### src/rtl/tile_fifo_writer_pkg.sv
// Shared types and constants for the tile FIFO writer and its address generator.
package tile_pkg;

    typedef enum logic [1:0] {
        ST_IDLE,
        ST_RUN,
        ST_DONE
    } state_t;

    localparam int DATA_W_DEFAULT = 32;
    localparam int BYTES_PER_WORD = DATA_W_DEFAULT / 8;

    // Per-instance word size in bytes, since a package cannot see the module's DATA_W.
    function automatic int bytes_per_word(input int data_w);
        return data_w / 8;
    endfunction

endpackage

### src/rtl/tile_fifo_writer_if.sv
// Command, status, FIFO and Avalon-MM signals of the tile writer, bundled as one interface.
interface tile_fifo_writer_if #(
    parameter int DATA_W   = 32,
    parameter int ADDR_W   = 32,
    parameter int STRIDE_W = 16,
    parameter int COL_W    = 4,
    parameter int ROW_W    = 5
);
    logic                       start;
    logic [ADDR_W-1:0]          addr_in;
    logic [STRIDE_W-1:0]        stride_in;
    logic [COL_W:0]             cols_in;
    logic [ROW_W:0]             rows_in;
    logic                       abort;
    logic                       running;
    logic                       done;
    logic                       aborted;
    logic [COL_W+ROW_W+1:0]     words_written;
    logic [DATA_W-1:0]          fifo_data;
    logic                       fifo_empty;
    logic                       fifo_ack;
    logic [ADDR_W-1:0]          master_address;
    logic                       master_write;
    logic [DATA_W-1:0]          master_writedata;
    logic [DATA_W/8-1:0]        master_byteenable;
    logic                       master_waitrequest;

    modport master (
        input  start, addr_in, stride_in, cols_in, rows_in, abort,
        input  fifo_data, fifo_empty, master_waitrequest,
        output running, done, aborted, words_written, fifo_ack,
        output master_address, master_write, master_writedata, master_byteenable
    );

    modport slave (
        output start, addr_in, stride_in, cols_in, rows_in, abort,
        output fifo_data, fifo_empty, master_waitrequest,
        input  running, done, aborted, words_written, fifo_ack,
        input  master_address, master_write, master_writedata, master_byteenable
    );
endinterface

### src/rtl/tile_fifo_writer_addr_gen.sv
// Walks a tile row by row, producing the byte address of the current word and the last-word flag.
module tile_addr_gen
    import tile_pkg::*;
#(
    parameter int ADDR_W   = 32,
    parameter int STRIDE_W = 16,
    parameter int COL_W    = 4,
    parameter int ROW_W    = 5,
    parameter int BPW      = 4
) (
    input  logic                clk,
    input  logic                resetn,
    input  logic                i_load,
    input  logic [ADDR_W-1:0]   i_addr,
    input  logic [STRIDE_W-1:0] i_stride,
    input  logic [COL_W:0]      i_cols,
    input  logic [ROW_W:0]      i_rows,
    input  logic                i_advance,
    output logic [ADDR_W-1:0]   o_cur_addr,
    output logic                o_last
);
    logic [ADDR_W-1:0]   r_row_base;
    logic [ADDR_W-1:0]   r_cur_addr;
    logic [STRIDE_W-1:0] r_stride;
    logic [COL_W:0]      r_cols;
    logic [ROW_W:0]      r_rows;
    logic [COL_W-1:0]    r_col;
    logic [ROW_W-1:0]    r_row;

    logic                w_col_last;
    logic                w_row_last;
    logic [ADDR_W-1:0]   w_next_row;

    assign w_col_last = ({1'b0, r_col} == (r_cols - (COL_W+1)'(1)));
    assign w_row_last = ({1'b0, r_row} == (r_rows - (ROW_W+1)'(1)));
    assign w_next_row = r_row_base + ADDR_W'(r_stride);
    assign o_last     = w_col_last & w_row_last;
    assign o_cur_addr = r_cur_addr;

    // Row wrap restarts from the previous row base, not the current address, so stride is row-to-row.
    always_ff @(posedge clk or negedge resetn) begin
        if (!resetn) begin
            r_row_base <= '0;
            r_cur_addr <= '0;
            r_stride   <= '0;
            r_cols     <= '0;
            r_rows     <= '0;
            r_col      <= '0;
            r_row      <= '0;
        end else if (i_load) begin
            r_row_base <= i_addr;
            r_cur_addr <= i_addr;
            r_stride   <= i_stride;
            r_cols     <= i_cols;
            r_rows     <= i_rows;
            r_col      <= '0;
            r_row      <= '0;
        end else if (i_advance) begin
            if (w_col_last) begin
                r_col      <= '0;
                r_row      <= r_row + ROW_W'(1);
                r_row_base <= w_next_row;
                r_cur_addr <= w_next_row;
            end else begin
                r_col      <= r_col + COL_W'(1);
                r_cur_addr <= r_cur_addr + ADDR_W'(BPW);
            end
        end
    end
endmodule

### src/rtl/tile_fifo_writer.sv
// Drains a show-ahead FIFO into memory as a rectangular tile through an Avalon-MM write master.
module tile_fifo_writer
    import tile_pkg::*;
#(
    parameter int DATA_W   = 32,
    parameter int ADDR_W   = 32,
    parameter int STRIDE_W = 16,
    parameter int COL_W    = 4,
    parameter int ROW_W    = 5
) (
    input  logic               clk,
    input  logic               resetn,
    tile_fifo_writer_if.master bus
);
    localparam int BPW = bytes_per_word(DATA_W);
    localparam int WW  = COL_W + ROW_W + 2;

    state_t          r_state;
    logic            r_running;
    logic            r_done;
    logic            r_aborted;
    logic            r_abort_pend;
    logic [WW-1:0]   r_words;

    logic            w_write;
    logic            w_ack;
    logic            w_stall;
    logic            w_last;
    logic            w_empty_cmd;
    logic            w_load;
    logic [ADDR_W-1:0] w_cur_addr;

    assign w_write     = (r_state == ST_RUN) & ~bus.fifo_empty;
    assign w_ack       = w_write & ~bus.master_waitrequest;
    assign w_stall     = w_write & bus.master_waitrequest;
    assign w_empty_cmd = (bus.cols_in == '0) || (bus.rows_in == '0);
    assign w_load      = (r_state == ST_IDLE) & bus.start & ~w_empty_cmd;

    tile_addr_gen #(
        .ADDR_W   (ADDR_W),
        .STRIDE_W (STRIDE_W),
        .COL_W    (COL_W),
        .ROW_W    (ROW_W),
        .BPW      (BPW)
    ) u_addr_gen (
        .clk        (clk),
        .resetn     (resetn),
        .i_load     (w_load),
        .i_addr     (bus.addr_in),
        .i_stride   (bus.stride_in),
        .i_cols     (bus.cols_in),
        .i_rows     (bus.rows_in),
        .i_advance  (w_ack),
        .o_cur_addr (w_cur_addr),
        .o_last     (w_last)
    );

    // A final ack wins over a pending abort, so a completed tile never reports aborted.
    always_ff @(posedge clk or negedge resetn) begin
        if (!resetn) begin
            r_state      <= ST_IDLE;
            r_running    <= 1'b0;
            r_done       <= 1'b0;
            r_aborted    <= 1'b0;
            r_abort_pend <= 1'b0;
            r_words      <= '0;
        end else begin
            case (r_state)
                ST_IDLE: begin
                    r_done <= 1'b0;
                    if (bus.start) begin
                        r_words      <= '0;
                        r_abort_pend <= 1'b0;
                        r_aborted    <= 1'b0;
                        if (w_empty_cmd) begin
                            r_state <= ST_DONE;
                            r_done  <= 1'b1;
                        end else begin
                            r_state   <= ST_RUN;
                            r_running <= 1'b1;
                        end
                    end
                end
                ST_RUN: begin
                    if (w_ack) begin
                        r_words <= r_words + WW'(1);
                    end
                    if (w_ack && w_last) begin
                        r_state   <= ST_DONE;
                        r_running <= 1'b0;
                        r_done    <= 1'b1;
                        r_aborted <= 1'b0;
                    end else if (r_abort_pend && !w_stall) begin
                        r_state   <= ST_DONE;
                        r_running <= 1'b0;
                        r_done    <= 1'b1;
                        r_aborted <= 1'b1;
                    end else if (bus.abort) begin
                        r_abort_pend <= 1'b1;
                    end
                end
                ST_DONE: begin
                    r_state      <= ST_IDLE;
                    r_done       <= 1'b0;
                    r_abort_pend <= 1'b0;
                end
                default: begin
                    r_state <= ST_IDLE;
                end
            endcase
        end
    end

    assign bus.running           = r_running;
    assign bus.done              = r_done;
    assign bus.aborted           = r_aborted;
    assign bus.words_written     = r_words;
    assign bus.master_write      = w_write;
    assign bus.fifo_ack          = w_ack;
    assign bus.master_address    = w_cur_addr;
    assign bus.master_writedata  = bus.fifo_data;
    assign bus.master_byteenable = '1;
endmodule

### src/flat_wrapper.sv
// flat-port wrapper written by rule: the top's interface ports become plain ports
module tile_fifo_writer_flat import tile_pkg::*;
#(
    parameter int DATA_W   = 32,
    parameter int ADDR_W   = 32,
    parameter int STRIDE_W = 16,
    parameter int COL_W    = 4,
    parameter int ROW_W    = 5
)
  (clk, resetn, bus_start, bus_addr_in, bus_stride_in, bus_cols_in, bus_rows_in, bus_abort, bus_fifo_data, bus_fifo_empty, bus_master_waitrequest, bus_running, bus_done, bus_aborted, bus_words_written, bus_fifo_ack, bus_master_address, bus_master_write, bus_master_writedata, bus_master_byteenable);
  tile_fifo_writer_if #(.DATA_W(DATA_W), .ADDR_W(ADDR_W), .STRIDE_W(STRIDE_W), .COL_W(COL_W), .ROW_W(ROW_W)) bus_i ();
  input  logic clk;
  input  logic resetn;
  input wire logic [$bits(bus_i.start)-1:0] bus_start;
  input wire logic [$bits(bus_i.addr_in)-1:0] bus_addr_in;
  input wire logic [$bits(bus_i.stride_in)-1:0] bus_stride_in;
  input wire logic [$bits(bus_i.cols_in)-1:0] bus_cols_in;
  input wire logic [$bits(bus_i.rows_in)-1:0] bus_rows_in;
  input wire logic [$bits(bus_i.abort)-1:0] bus_abort;
  input wire logic [$bits(bus_i.fifo_data)-1:0] bus_fifo_data;
  input wire logic [$bits(bus_i.fifo_empty)-1:0] bus_fifo_empty;
  input wire logic [$bits(bus_i.master_waitrequest)-1:0] bus_master_waitrequest;
  output wire logic [$bits(bus_i.running)-1:0] bus_running;
  output wire logic [$bits(bus_i.done)-1:0] bus_done;
  output wire logic [$bits(bus_i.aborted)-1:0] bus_aborted;
  output wire logic [$bits(bus_i.words_written)-1:0] bus_words_written;
  output wire logic [$bits(bus_i.fifo_ack)-1:0] bus_fifo_ack;
  output wire logic [$bits(bus_i.master_address)-1:0] bus_master_address;
  output wire logic [$bits(bus_i.master_write)-1:0] bus_master_write;
  output wire logic [$bits(bus_i.master_writedata)-1:0] bus_master_writedata;
  output wire logic [$bits(bus_i.master_byteenable)-1:0] bus_master_byteenable;
  assign bus_i.start = bus_start;
  assign bus_i.addr_in = bus_addr_in;
  assign bus_i.stride_in = bus_stride_in;
  assign bus_i.cols_in = bus_cols_in;
  assign bus_i.rows_in = bus_rows_in;
  assign bus_i.abort = bus_abort;
  assign bus_i.fifo_data = bus_fifo_data;
  assign bus_i.fifo_empty = bus_fifo_empty;
  assign bus_i.master_waitrequest = bus_master_waitrequest;
  assign bus_running = bus_i.running;
  assign bus_done = bus_i.done;
  assign bus_aborted = bus_i.aborted;
  assign bus_words_written = bus_i.words_written;
  assign bus_fifo_ack = bus_i.fifo_ack;
  assign bus_master_address = bus_i.master_address;
  assign bus_master_write = bus_i.master_write;
  assign bus_master_writedata = bus_i.master_writedata;
  assign bus_master_byteenable = bus_i.master_byteenable;
  tile_fifo_writer #(.DATA_W(DATA_W), .ADDR_W(ADDR_W), .STRIDE_W(STRIDE_W), .COL_W(COL_W), .ROW_W(ROW_W)) u_core (.clk(clk), .resetn(resetn), .bus(bus_i));
endmodule
### config.mk
export PLATFORM = sky130hd
export DESIGN_NAME = tile_fifo_writer_flat
export DESIGN_NICKNAME = d
export VERILOG_FILES = /design/src/rtl/tile_fifo_writer_pkg.sv /design/src/rtl/tile_fifo_writer_if.sv /design/src/rtl/tile_fifo_writer_addr_gen.sv /design/src/rtl/tile_fifo_writer.sv /design/src/flat_wrapper.sv
export SDC_FILE = /design/constraint.sdc
export NUM_CORES = 1
export LEC_CHECK = 0
export CAP_MARGIN = 40
export CELL_PAD_IN_SITES_DETAIL_PLACEMENT = 1
export CELL_PAD_IN_SITES_GLOBAL_PLACEMENT = 2
export CORE_UTILIZATION = 32
export DETAILED_ROUTE_END_ITERATION = 8
export GPL_ROUTABILITY_DRIVEN = 0
export PLACE_DENSITY_LB_ADDON = 0.1
export SYNTH_ARGS = -nofsm -noshare
export SYNTH_HDL_FRONTEND = slang
export SYNTH_SLANG_ARGS = --single-unit
### constraint.sdc
create_clock -name clk -period 4.3 [get_ports clk]
set_input_delay 1.075 -clock clk [delete_from_list [all_inputs] [get_ports clk]]
set_output_delay 1.075 -clock clk [all_outputs]
set_load 0.01 [all_outputs]
== Word-level counts from Yosys, hierarchy flattened ==
Cells that the tools add are included.
Word-level totals
  word-level logic and storage cells: 95
  input port bits: 97
  bits in registers: 117
  output and inout port bits: 84
Operators by class
  equality and inequality tests: 11
  $add $sub $neg: 7
  bitwise logic cells: 9
  muxes and demuxes: 37
  reductions and logical operators: 18
Operators with widths (count)
  2-to-1 mux 32 bit: 6
  adder 32 x 16 -> 32 bit: 1
  adder 32 x 3 -> 32 bit, second input constant: 1
  2-to-1 mux 11 bit: 2
  one-hot mux 11 bit (2 select lines): 1
  2-to-1 mux 5 bit: 3
  2-to-1 mux 1 bit: 13
  2-to-1 mux 4 bit: 3
  adder 11 x 1 -> 11 bit, second input constant: 1
  != test 2 bit, second input constant: 5
  2-to-1 mux 2 bit: 4
  bitwise AND 1 bit: 6
  equality test 5 x 6 -> 1 bit: 1
  zero test 6 bit: 1
  one-hot mux 1 bit (3 select lines): 2
  AND reduction 2 bit: 3
  AND reduction 3 bit: 2
  nonzero test 2 bit: 3
  subtractor 6 x 1 -> 6 bit, second input constant: 1
  adder 5 x 1 -> 5 bit, second input constant: 1
  equality test 4 x 5 -> 1 bit: 1
  zero test 5 bit: 1
  AND reduction 5 bit: 1
  subtractor 5 x 1 -> 5 bit, second input constant: 1
  14 further kinds: 18

== Logic depth before layout (Yosys ltp) ==
  word-level depth: 8
  mapped depth: 11
  mapped depth without buffers: 11

== Hierarchy ==
A second synthesis with hierarchy kept.
Unflattened totals
  cells, all modules: 882
  area, all modules: 7771.2 µm²
Modules (own cells, without submodules)
  tile_addr_gen: cells an instance 730, sequential area each 2502.4 µm², instances 1, area an instance 6476.2 µm²
  tile_fifo_writer: cells an instance 152, sequential area each 425.4 µm², instances 1, area an instance 1295.0 µm²

== Least setup slack after synthesis ==
Ideal clock, no wire load.
  path kind: input port to output port
  from: in bus_fifo_empty
  to: out bus_fifo_ack
  setup slack: 1.338 ns
  path buffers: 1
  arrival time: 1.887 ns
  stages: 3
  data required time: 3.225 ns
  path through: or3_1 inv_2 clkbuf_1
Between the ends
  longest elaborated chain between the ends: 3
RTL lines
  start, declared: line flat_wrapper.sv:21  | input wire logic [$bits(bus_i.fifo_empty)-1:0] bus_fifo_empty;
  NOT 1 bit: line tile_fifo_writer.sv:33  | assign w_write = (r_state == ST_RUN) & ~bus.fifo_empty;
  bitwise AND 1 bit: line tile_fifo_writer.sv:33
  bitwise AND 1 bit: line tile_fifo_writer.sv:34  | assign w_ack = w_write & ~bus.master_waitrequest;
  end, declared: line flat_wrapper.sv:27  | output wire logic [$bits(bus_i.fifo_ack)-1:0] bus_fifo_ack;
Every way passes these cells.

== Worst setup path in the final report ==
Same ends and word-level chain as after synthesis.

==> impl_results.md <==
- Reg2Reg Depth: 10
- Avg Inst Size Synth: 8.26 um2
- Die Y: 156 um
- DR DRC count: 0
- Total Wirelength: 24400 um
- Die width: 156 um
- # IOs: 181
- Gr usage total: 21.0%
- Maximum clock frequency: 0.268 GHz
- Worst vdd ir: 0.000262 V
- Flop pwr share: 29.7%
- Layout Area Growth over Synthesis: 24.6%
- Vias per cell: 5.27
- #FFs+latches synth: 117
- Skew final: 10.1 ps
- NetSw: 2.96 mW
- Cell Area, Synth: 0.00755 mm2
- Int Pwr: 3.96 mW
- YS warnings: 0
- Switching Fraction: 42.8%
- XOR/XNOR Fraction of Synth Area: 7.54%
- Setup Fix Bufs, Post-CTS: 0
- RSZ-0062 raised after global routing: false
- Crit path launch type: input pin
- Wire per inst: 18.6 um
- Main combinational cell family by area after synthesis: simple AND/OR/NAND/NOR gates
- Power Dens Cells: 736 mW/mm2
- Final setup vio count: 0
- Reg clk slew, reported paths: 60 ps
- Slowest cell on crit path: clkdlybuf4s50_1
- Max Cap Violations: 0
- Critical Path Stages: 4
- Initial detailed-routing violation count: 297
- DP HPWL: 17500 um
- Clk buf depth: 2
- Max Slew Vio Count: 0
- CTS tree: built
- Post-synthesis async set-or-reset flop share: 100%
- Core outline area: 0.0229 mm2
- Pin count of the biggest net entering global routing: 69
- Critical Path AT: 2650 ps
- Total global routing overflow: 0
- WS Path Type: input pin to output pin
- Pwr Total: 6.92 mW
- Most Frequent Cell on Critical Path: clkdlybuf4s50_1
- Max stage delay on crit path: 540 ps
- WHS: 479 ps
- Initial Util: 33.0%
- Htree depth: 4
- M1 GR Usage: 27.8%
- Initial antenna violation count: 0
- Nets: 1109
- Crit end category: output pin
- CP Buf/Inv Count: 3
- Fillers: 2719
- First-pass GRT wire length: 39300 um
- Mux share of post-synthesis cell area: 1.34%
- Compound-gate portion of the synthesized area: 18.2%
- Layout cells sized above 1: 6.22%
- Outcome: finished clean
- Crit path required time: 3220 ps
- Clock root buffer: clkbuf_16
- Post-synthesis sequential area ratio: 38.8%
- Setup TNS: 0 ps
- Ys flop type: dfrtp_1
- DRT antenna net count: 0
- Synth Area in Adders: 4.41%
- Clock Sinks: 117
- Headroom to the max-slew limit: 54.1%
- Post-CTS resize count: 0
- Final Cycle Share: 86.6%
- Clk pwr share: 21.9%
- Vias in the first global route: 7059
- Comb power frac: 48.4%
- Met3 usage: 3.64%
- Number of diodes: 0
- Top Usage Layer GRT: met2
- Actual slew at the worst max-slew pin: 688 ps
- Hold Crit Depth: 2
- Synth Instances: 914
- Worst path top cell family by delay: buffers and inverters
- CP Cell Sequence: clkdlybuf4s50_1, or3_1, inv_2, clkdlybuf4s50_1
- Met2 usage: 35.7%
- Tmin final: 3720 ps
- Hold_buf cts: 0
- Latest clock arrival within the worst-skew pair: 420 ps
- Hold WC Path Type: flop to flop
- Lkg Pwr: 3.83 nW
- FP Rows: 55
- Via count: 6902
- Worst Path Max Fanout: 3
- Post-synth EDFFs: 0
- Post-Synth Simple-Gate Area: 23.1%
- Final Hold Violating Endpoints: 0
- Full die area: 0.0242 mm2
- CTS Buf Count: 17
- First drt pass iteration count: 7
- Yosys cell types: 62
- Port bufs: 112
cell type report:
cell class	instances	area [um2]	share of cell area (%)
clock buffer	20	457	4.85
sequential	117	2930	31.1
clock inverter	10	155	1.65
inverter	13	48.8	0.518
timing repair buffer	130	1280	13.6
tap	313	392	4.16
multi-input combinational	707	4150	44.1
sequential cells by signal, indices dropped and copies added, names as in the netlist:
signal,count
u_core.u_addr_gen.r_col,4
u_core.u_addr_gen.r_stride,16
u_core.u_addr_gen.r_row_base,32
u_core.r_state,2
u_core.u_addr_gen.o_cur_addr,32
u_core.u_addr_gen.r_row,5
u_core.bus.words_written,11
u_core.r_abort_pend,1
u_core.bus.aborted,1
u_core.u_addr_gen.r_rows,6
u_core.bus.running,1
u_core.u_addr_gen.r_cols,5
u_core.bus.done,1
placed cells by master, fill, tap and decap left out, types with 4 or more instances in the layout:
cell type | netlist | routed
nand2_1 | 155 | 155
inv_1 | 11 | 11
a221oi_1 | 9 | 9
nor3b_1 | 4 | 4
nand4_1 | 19 | 19
o21ai_0 | 64 | 64
nor3_1 | 24 | 24
nand2b_1 | 5 | 5
a21o_1 | 8 | 8
nor2_1 | 80 | 79
xor2_1 | 27 | 27
or3_1 | 10 | 10
and3_1 | 12 | 11
dfrtp_1 | 117 | 117
clkdlybuf4s50_1 | 0 | 111
a211oi_1 | 8 | 8
nand3_1 | 29 | 28
a21oi_1 | 83 | 83
o22ai_1 | 13 | 13
o221ai_1 | 4 | 4
clkinv_2 | 0 | 4
clkbuf_16 | 0 | 17
a31oi_1 | 14 | 14
bufinv_16 | 0 | 4
mux2i_1 | 9 | 9
ha_1 | 25 | 25
and4_1 | 4 | 4
xnor2_1 | 38 | 38
nor2b_1 | 4 | 4
conb_1 | 1 | 4
buf_4 | 37 | 17
or4_1 | 8 | 8
a22o_1 | 4 | 4
cell usage after synthesis, types with 5 or more instances:
library cell / count / area (um2)
xnor2_1: 38 / 333
dfrtp_1: 117 / 2930
a21o_1: 8 / 60.1
a21oi_1: 83 / 415
ha_1: 25 / 313
or3_1: 10 / 62.6
a221oi_1: 9 / 78.8
buf_4: 37 / 278
or4_1: 8 / 60.1
xor2_1: 27 / 236
a211oi_1: 8 / 60.1
nand3_1: 29 / 145
nor2_1: 80 / 300
inv_1: 11 / 41.3
buf_2: 9 / 45.0
clkbuf_1: 30 / 113
nand2b_1: 5 / 31.3
mux2i_1: 9 / 90.1
nand2_1: 155 / 582
nand4_1: 19 / 119
o21ai_0: 64 / 320
a31oi_1: 14 / 87.6
nor3_1: 24 / 120
and3_1: 12 / 75.1
o22ai_1: 13 / 81.3
power groups by stage:
stage                     Sequential, mW  Combinational [mW]  Clock, mW
after CTS                           2.06                3.39       1.55
after global placement              2.07                3.34          0
final                               2.06                3.35       1.52
after floorplan                     1.96                2.28          0
after detailed placement            2.07                3.37          0
after global routing                2.13                3.75       1.60
cell families after synthesis:
kind of cell | after synthesis
AOI/OAI and AO/OA | 231
xor gates and xnor gates | 65
adders and majority gates | 26
buffers and inverters | 93
DFF | 117
muxes | 10
other | 1
and+or+nand+nor | 371
worst paths after layout:
check	startpoint	end	slack, ps
max	bus_fifo_empty	bus_fifo_ack	580
min	u_core.u_addr_gen.r_stride[13]$_DFFE_PN0P_	u_core.u_addr_gen.r_stride[13]$_DFFE_PN0P_	480
max reg2reg	u_core.u_addr_gen.r_cols[0]$_DFFE_PN0P_	u_core.r_state[0]$_DFFE_PN0P_	960
min reg2reg	u_core.u_addr_gen.r_stride[13]$_DFFE_PN0P_	u_core.u_addr_gen.r_stride[13]$_DFFE_PN0P_	480
max in group asynchronous	resetn	u_core.u_addr_gen.o_cur_addr[9]$_DFFE_PN0P_	2760
min in group asynchronous	resetn	u_core.bus.words_written[9]$_DFFE_PN0P_	690
layer usage:
layer | share of wire (%) | wire, um
met2 | 49 | 11900
met5 | 0 | 0
met3 | 3.6 | 868
met4 | 1.1 | 278
met1 | 47 | 11400
worst register-to-register path, delay by kind of cell, from the launching register on:
family / cells / cell delay [ps]
AND/OR/NAND/NOR: 6 / 2070
flip-flops: 1 / 420
AO/OA/AOI/OAI: 2 / 420
adder cells (fa/ha/maj): 1 / 230
buffers and inverters: 1 / 90
per-stage QoR:
step,cell area [um2],instances,utilization (%),setup slack [ps]
2_1_floorplan,7560,917,-,1340
4_1_cts,9410,1310,41.1,578
3_5_place_dp,8800,1280,38.4,579
6_report,9410,1310,41.1,575
3_3_place_gp,8800,1280,38.4,583
5_1_grt,9410,1310,41.1,553
(Power assumes the default switching activity.)
